**config.mk**
```make
export PLATFORM = sky130hd
export DESIGN_NAME = mem_access_ctrl
export DESIGN_NICKNAME = d
export VERILOG_FILES = /design/src/rtl/mem_access_ctrl_pkg.sv /design/src/rtl/mem_access_ctrl.sv
export SDC_FILE = /design/constraint.sdc
export NUM_CORES = 1
export LEC_CHECK = 0
export ABC_AREA = 1
export CORE_MARGIN = 5
export CORE_UTILIZATION = 44
export DETAILED_ROUTE_END_ITERATION = 16
export GPL_TIMING_DRIVEN = 0
export PLACE_DENSITY = 0.91
export SLEW_MARGIN = 10
export SYNTH_ARGS = -nofsm -noshare
export SYNTH_HDL_FRONTEND = slang
export SYNTH_SLANG_ARGS = --single-unit
```
**constraint.sdc**
```tcl
create_clock -name clock -period 1.9 [get_ports clock]
set_clock_uncertainty 0.1 [all_clocks]
set_input_delay 0.38 -clock clock [delete_from_list [all_inputs] [get_ports clock]]
set_output_delay 0.38 -clock clock [all_outputs]
set_load 0.005 [all_outputs]
```
**src/rtl/mem_access_ctrl_pkg.sv**
```systemverilog
// Shared types and defaults for the RAM access controller.
// State encoding plus the RAM / MAR / MDR width defaults.
package mem_access_ctrl_pkg;

  localparam int ADDR_W_DEF = 9;
  localparam int DATA_W_DEF = 32;

  typedef enum logic [1:0] {
    IDLE  = 2'd0,
    ISSUE = 2'd1,
    WAIT  = 2'd2,
    DONE  = 2'd3
  } state_t;

endpackage

```
**src/rtl/mem_access_ctrl.sv**
```systemverilog
// One-at-a-time load/store controller in front of a sync RAM.
// Ports: clock/clear, req_* in, resp_* out, ram_* to/from RAM.
module mem_access_ctrl
  import mem_access_ctrl_pkg::*;
#(
  parameter int ADDR_W       = ADDR_W_DEF,
  parameter int DATA_W       = DATA_W_DEF,
  parameter int READ_LATENCY = 1
) (
  input  logic              clock,
  input  logic              clear,
  input  logic              req_valid,
  output logic              req_ready,
  input  logic              req_write,
  input  logic [ADDR_W-1:0] req_addr,
  input  logic [DATA_W-1:0] req_wdata,
  output logic              resp_valid,
  input  logic              resp_ready,
  output logic              resp_write,
  output logic [DATA_W-1:0] resp_rdata,
  output logic              ram_read,
  output logic              ram_write,
  output logic [ADDR_W-1:0] ram_address,
  output logic [DATA_W-1:0] ram_data_in,
  input  logic [DATA_W-1:0] ram_data_out
);

  localparam logic [1:0] LAT_M1 = 2'(READ_LATENCY - 1);

  state_t            state;
  state_t            state_nx;
  logic [ADDR_W-1:0] addr_q;
  logic [DATA_W-1:0] wdata_q;
  logic              wr_q;
  logic [1:0]        cnt_q;

  always_ff @(posedge clock or negedge clear) begin
    if (!clear) begin
      state      <= IDLE;
      addr_q     <= '0;
      wdata_q    <= '0;
      wr_q       <= 1'b0;
      cnt_q      <= 2'd0;
      resp_rdata <= '0;
    end else begin
      state <= state_nx;
      if (state == IDLE && req_valid) begin
        addr_q  <= req_addr;
        wdata_q <= req_wdata;
        wr_q    <= req_write;
      end
      if (state == ISSUE && !wr_q) begin
        cnt_q <= LAT_M1;
      end else if (state == WAIT && cnt_q != 2'd0) begin
        cnt_q <= cnt_q - 2'd1;
      end
      if (state == WAIT && cnt_q == 2'd0) begin
        resp_rdata <= ram_data_out;
      end
    end
  end

  always_comb begin
    state_nx   = state;
    req_ready  = 1'b0;
    resp_valid = 1'b0;
    resp_write = 1'b0;
    ram_read   = 1'b0;
    ram_write  = 1'b0;
    unique case (state)
      IDLE: begin
        req_ready = 1'b1;
        if (req_valid) state_nx = ISSUE;
      end
      ISSUE: begin
        ram_write = wr_q;
        ram_read  = !wr_q;
        state_nx  = wr_q ? DONE : WAIT;
      end
      WAIT: begin
        if (cnt_q == 2'd0) state_nx = DONE;
      end
      DONE: begin
        resp_valid = 1'b1;
        resp_write = wr_q;
        if (resp_ready) state_nx = IDLE;
      end
      default: state_nx = IDLE;
    endcase
  end

  // Held from the latches so the RAM sees a stable address in WAIT.
  assign ram_address = addr_q;
  assign ram_data_in = wdata_q;

endmodule

```
### Word-level counts from Yosys, hierarchy flattened

Cells that the tools add are included.

* register bits: 78
* output and inout bits: 78
* input port bits: 78
* word-level logic and storage cells: 35

* reductions and logical operators: 10
* equal/unequal tests: 6
* multiplexer cells: 12
* add/subtract/negate cells: 1

Operators by type and width (count)
* $mux W2: 5
* $pmux W2 S4: 1
* $mux W1: 6
* $eq A2 B2 Y1 const B: 2
* $logic_and A1 B1 Y1: 4
* $logic_not A2 Y1: 2
* $ne A2 B2 Y1 const B: 2
* $reduce_bool A2 Y1: 2
* $reduce_and A3 Y1: 1
* $eq A2 B1 Y1 const B: 1
* $ne A2 B1 Y1 const B: 1
* $sub A2 B1 Y2 const B: 1
* $logic_not A1 Y1: 1

### Longest topological paths before layout

* depth after elaboration: 4
* gate-level depth with buffers: 9
* mapped depth without buffers: 8

### Least setup slack after synthesis

OpenSTA, ideal clock, no wires.

* path type: register to register
* start point: reg state[0]
* end point: reg addr_q[0] (netlist: ram_address[0])
* period minus slack after synthesis: 1.348 ns
* required time: 1.684 ns
* arrival: 1.132 ns
* slack: 0.552 ns
* cell stages (with the launch flop): 8
* setup time: 0.116 ns
* path buffers: 2
* path through: dfrtp_1 -> inv_1 -> ha_1 -> buf_4 -> nand2_4 -> buf_6 -> nand2_1 -> nand2_1

* word-level cells in the longest chain between the ends: 2

Ends and longest elaborated chain
* from (decl): RTL line mem_access_ctrl.sv:30 `state_t state;`
* from (signal assigned): RTL line mem_access_ctrl.sv:46 `state <= state_nx;`
* $logic_not A2 Y1: RTL line mem_access_ctrl.sv:47 `if (state == IDLE && req_valid) begin`
* $logic_and A1 B1 Y1: RTL line mem_access_ctrl.sv:47
* to (signal assigned): RTL line mem_access_ctrl.sv:48 `addr_q <= req_addr;`
* to (decl): RTL line mem_access_ctrl.sv:32 `logic [ADDR_W-1:0] addr_q;`

Every way passes these cells.
A chain may end at the register's enable or synchronous reset.

### Worst setup path after layout

* start point: reg state[0]
* end point: out resp_write

* word-level cells in the longest chain between the ends: 2

Ends and longest elaborated chain
* $eq A2 B2 Y1: RTL line mem_access_ctrl.sv:70 `unique case (state)`
* $mux W1: RTL line mem_access_ctrl.sv:70
* to (decl): RTL line mem_access_ctrl.sv:19 `output logic resp_write,`

Every way passes these cells.

==> reports/results.txt <==
Core area: 7330 sq um
Finished Cell Area: 5210 sq um
Grt ovf: 0
Number of routed nets with antenna violations: 0
DRC: 0
Max-cap check violation count: 0
CP required: 1.42 ns
HP Class: in2reg
Distinct cells, synth: 15
Drt first pass iters: 4
Clk root buf: clkbuf_8
First-pass GRT wire length: 14900 microns
Num CTS Buffers: 9
TritonCTS clock tree: yes
Die height: 97.2 microns
Clock latency on the worst-skew pair: 0.33 ns
Peak Freq: 554 MHz
Leakage Power: 2.62 nW
Multi-input logic area: 1130 sq um
Die Width: 97.2 microns
Die Area: 9440 sq um
Register area: 1950 sq um
Final nets: 624
Sw Ratio: 0.340
Starting Density: 0.456
Slew margin rel.: 0.697
Sequential-to-total area share from yosys stat: 0.584
Worst Tran Pin Value: 0.455 ns
Yosys top cell area share: 0.584
Final setup viols: 0
Combinational power share: 0.492
Final worst path period share: 0.949
Hold Fails Final Rpt: 0
DRT Wirelength: 9040 microns
Via count: 3070
Gr usage total: 0.194
Setup TNS: 0 ns
Mapped cell area: 3340 sq um
CP max FO: 3
Sw power: 0.00263 W
I/O Pins: 156
Reg clk slew, reported paths: 0.07 ns
Site Rows: 31
Placed Area: 5030 sq um
Initial DRC Count: 135
Top cells by area, synth: dfrtp_1, nand2_1, nand3_1
Leading area contributor after synthesis: dfrtp_1
Min Tclk post-route: 1.80 ns
Pint: 0.00510 W
# fillers: 539
Buffers added on ports: 154
VDD IR-drop max: 0.000748 V
Final Power: 0.00772 W
Critical Path Max Stage Delay: 0.41 ns
Number of global-route vias before repair: 3066
Drt wl/cell: 14.1 microns
Sequential Power Share: 0.374
Delay-heaviest family, CP: flip-flops
Initial antenna violation count: 0
Pwr Density: 1480 nW/um^2
Crit path cell chain: ha_2 > nand2_1 > inv_1 > dlygate4sd2_1
Gate Count Post-Synth: 371
Setup CP Type: reg2out
Area Growth Syn to Fin: 55.9%
Outcome: complete, no violations
Largest net degree at the start of global routing: 46
H-Tree Depth: 3
Final Core Density: 0.711
Synthesized Nets: 454
Max Slew Vio Count: 0
Startpoint types: flop
Via/cell ratio: 4.77
Gpl congestion: 0.779
Crit path arrival time: 1.32 ns
YS warnings: 0
Dpl hpwl: 6770 microns
CP max-delay cell: dfrtp_1
Share of layout cells above drive strength 1: 0.105
# diodes: 0
Yosys reg bits: 78
Clock power share: 0.134
Worst setup EP type: primary output
RSZ-0062 raised after global routing: true
Clock sink count: 78
Maximum clock path buffer count: 2
Mean area per synthesized cell: 9.01 sq um
Bufs and invs on worst path: 2
-- placed cells by master, fill, tap and decap left out --
master           count
a21oi_1              1
buf_16               1
buf_2                1
buf_4               20
buf_6                7
clkbuf_1             2
clkbuf_2             2
clkbuf_4             2
clkbuf_8            10
clkdlybuf4s50_1    148
clkinv_2             2
dfrtp_1             78
dlygate4sd2_1        2
dlygate4sd3_1        1
ha_1                 3
ha_2                 2
inv_1               11
inv_2                3
nand2_1            160
nand2_2              2
nand2_4              3
nand3_1             77
nor2_1               3
nor2_2               2
o21ai_0              1
-- power by group through the flow --
stage / Combinational (W) / Sequential (W) / Clock (W)
final: 0.00380 / 0.00289 / 0.00104
after global routing: 0.00421 / 0.00298 / 0.00115
after CTS: 0.00387 / 0.00288 / 0.00107
after detailed placement: 0.00382 / 0.00291 / 0
after global placement: 0.00370 / 0.00288 / 0
after floorplan: 0.00157 / 0.00294 / 0
-- Yosys cell counts (all sizes together) --
cell type	instances
a21oi	1
ha	5
o21ai	1
inv	14
dfrtp	78
clkbuf	2
nor2	5
nand3	77
nand2	165
buf	23
-- layout make-up --
cell class              instances  share of cell area
plain buffers                  25              0.0410
clock buffers                  12              0.0278
clock inverters                 2             0.00192
inverters                      14              0.0101
multi-input cells             254               0.217
flip-flops and latches         78               0.374
well taps                      99              0.0238
repair buffers                159               0.303
-- sequential cells by signal, indices dropped and copies added (netlist names) --
register	count
resp_rdata	32
wr_q	1
ram_address	9
cnt_q	2
ram_data_in	32
state	2
-- per-layer routing --
layer / up-vias / share of wire / GRT usage
met5: - / 0 / 0
met4: 0 / 0.017 / 0.0605
met3: 14 / 0.099 / 0.0897
met2: 123 / 0.48 / 0.314
met1: 1430 / 0.40 / 0.230
li1: 1503 / - / -
-- metrics by stage --
step / worst slack [ns] / hold slack [ns] / cells
2_1_floorplan: 0.552 / -0.0156 / 371
3_3_place_gp: -2.32 / 0.351 / 624
3_5_place_dp: 0.000998 / 0.259 / 625
6_report: 0.0965 / 0.267 / 643
4_1_cts: 0.00499 / 0.257 / 643
5_1_grt: -0.00239 / 0.254 / 643
-- worst paths after layout --
kind / from / to / slack [ns] / cells after the start
max: state[0] / resp_write / 0.1 / 4
min: req_valid / wr_q / 0.27 / 3
max reg2reg: state[0] / ram_address[6] / 0.30 / 8
min reg2reg: ram_data_in[19] / ram_data_in[19] / 0.37 / 2
max in group asynchronous: clear / ram_data_in[15] / 0.68 / 3
min in group asynchronous: clear / resp_rdata[22] / 0.44 / 2
-- worst register-to-register path: stages, from the launching register on --
cell	delay, ns
dfrtp_1	0.41
buf_4	0.15
inv_1	0.09
ha_1	0.18
buf_4	0.18
nand2_4	0.10
buf_6	0.15
nand2_1	0.07
nand2_1	0.06
-- kinds of logic (layout without fill, tap and decap cells) --
group / count (synthesis) / in the layout / share of synthesized area
AND/OR/NAND/NOR: 247 / 247 / 0.315
flip-flops: 78 / 78 / 0.584
buffers and inverters: 39 / 212 / 0.0797
adder cells (fa/ha/maj): 5 / 5 / 0.0187
AO/OA/AOI/OAI: 2 / 2 / 0.00299
-- timing repair --
item / in CTS / in global routing
hold endpoints to repair: 33 / 0
setup endpoints to repair: 5 / 3
buffers inserted: 3 / 0
resized for setup: 12 / 3
pin swaps: 0 / 0
hold buffers: 1 / 0
Note: power is estimated with default switching activity, not from simulation.
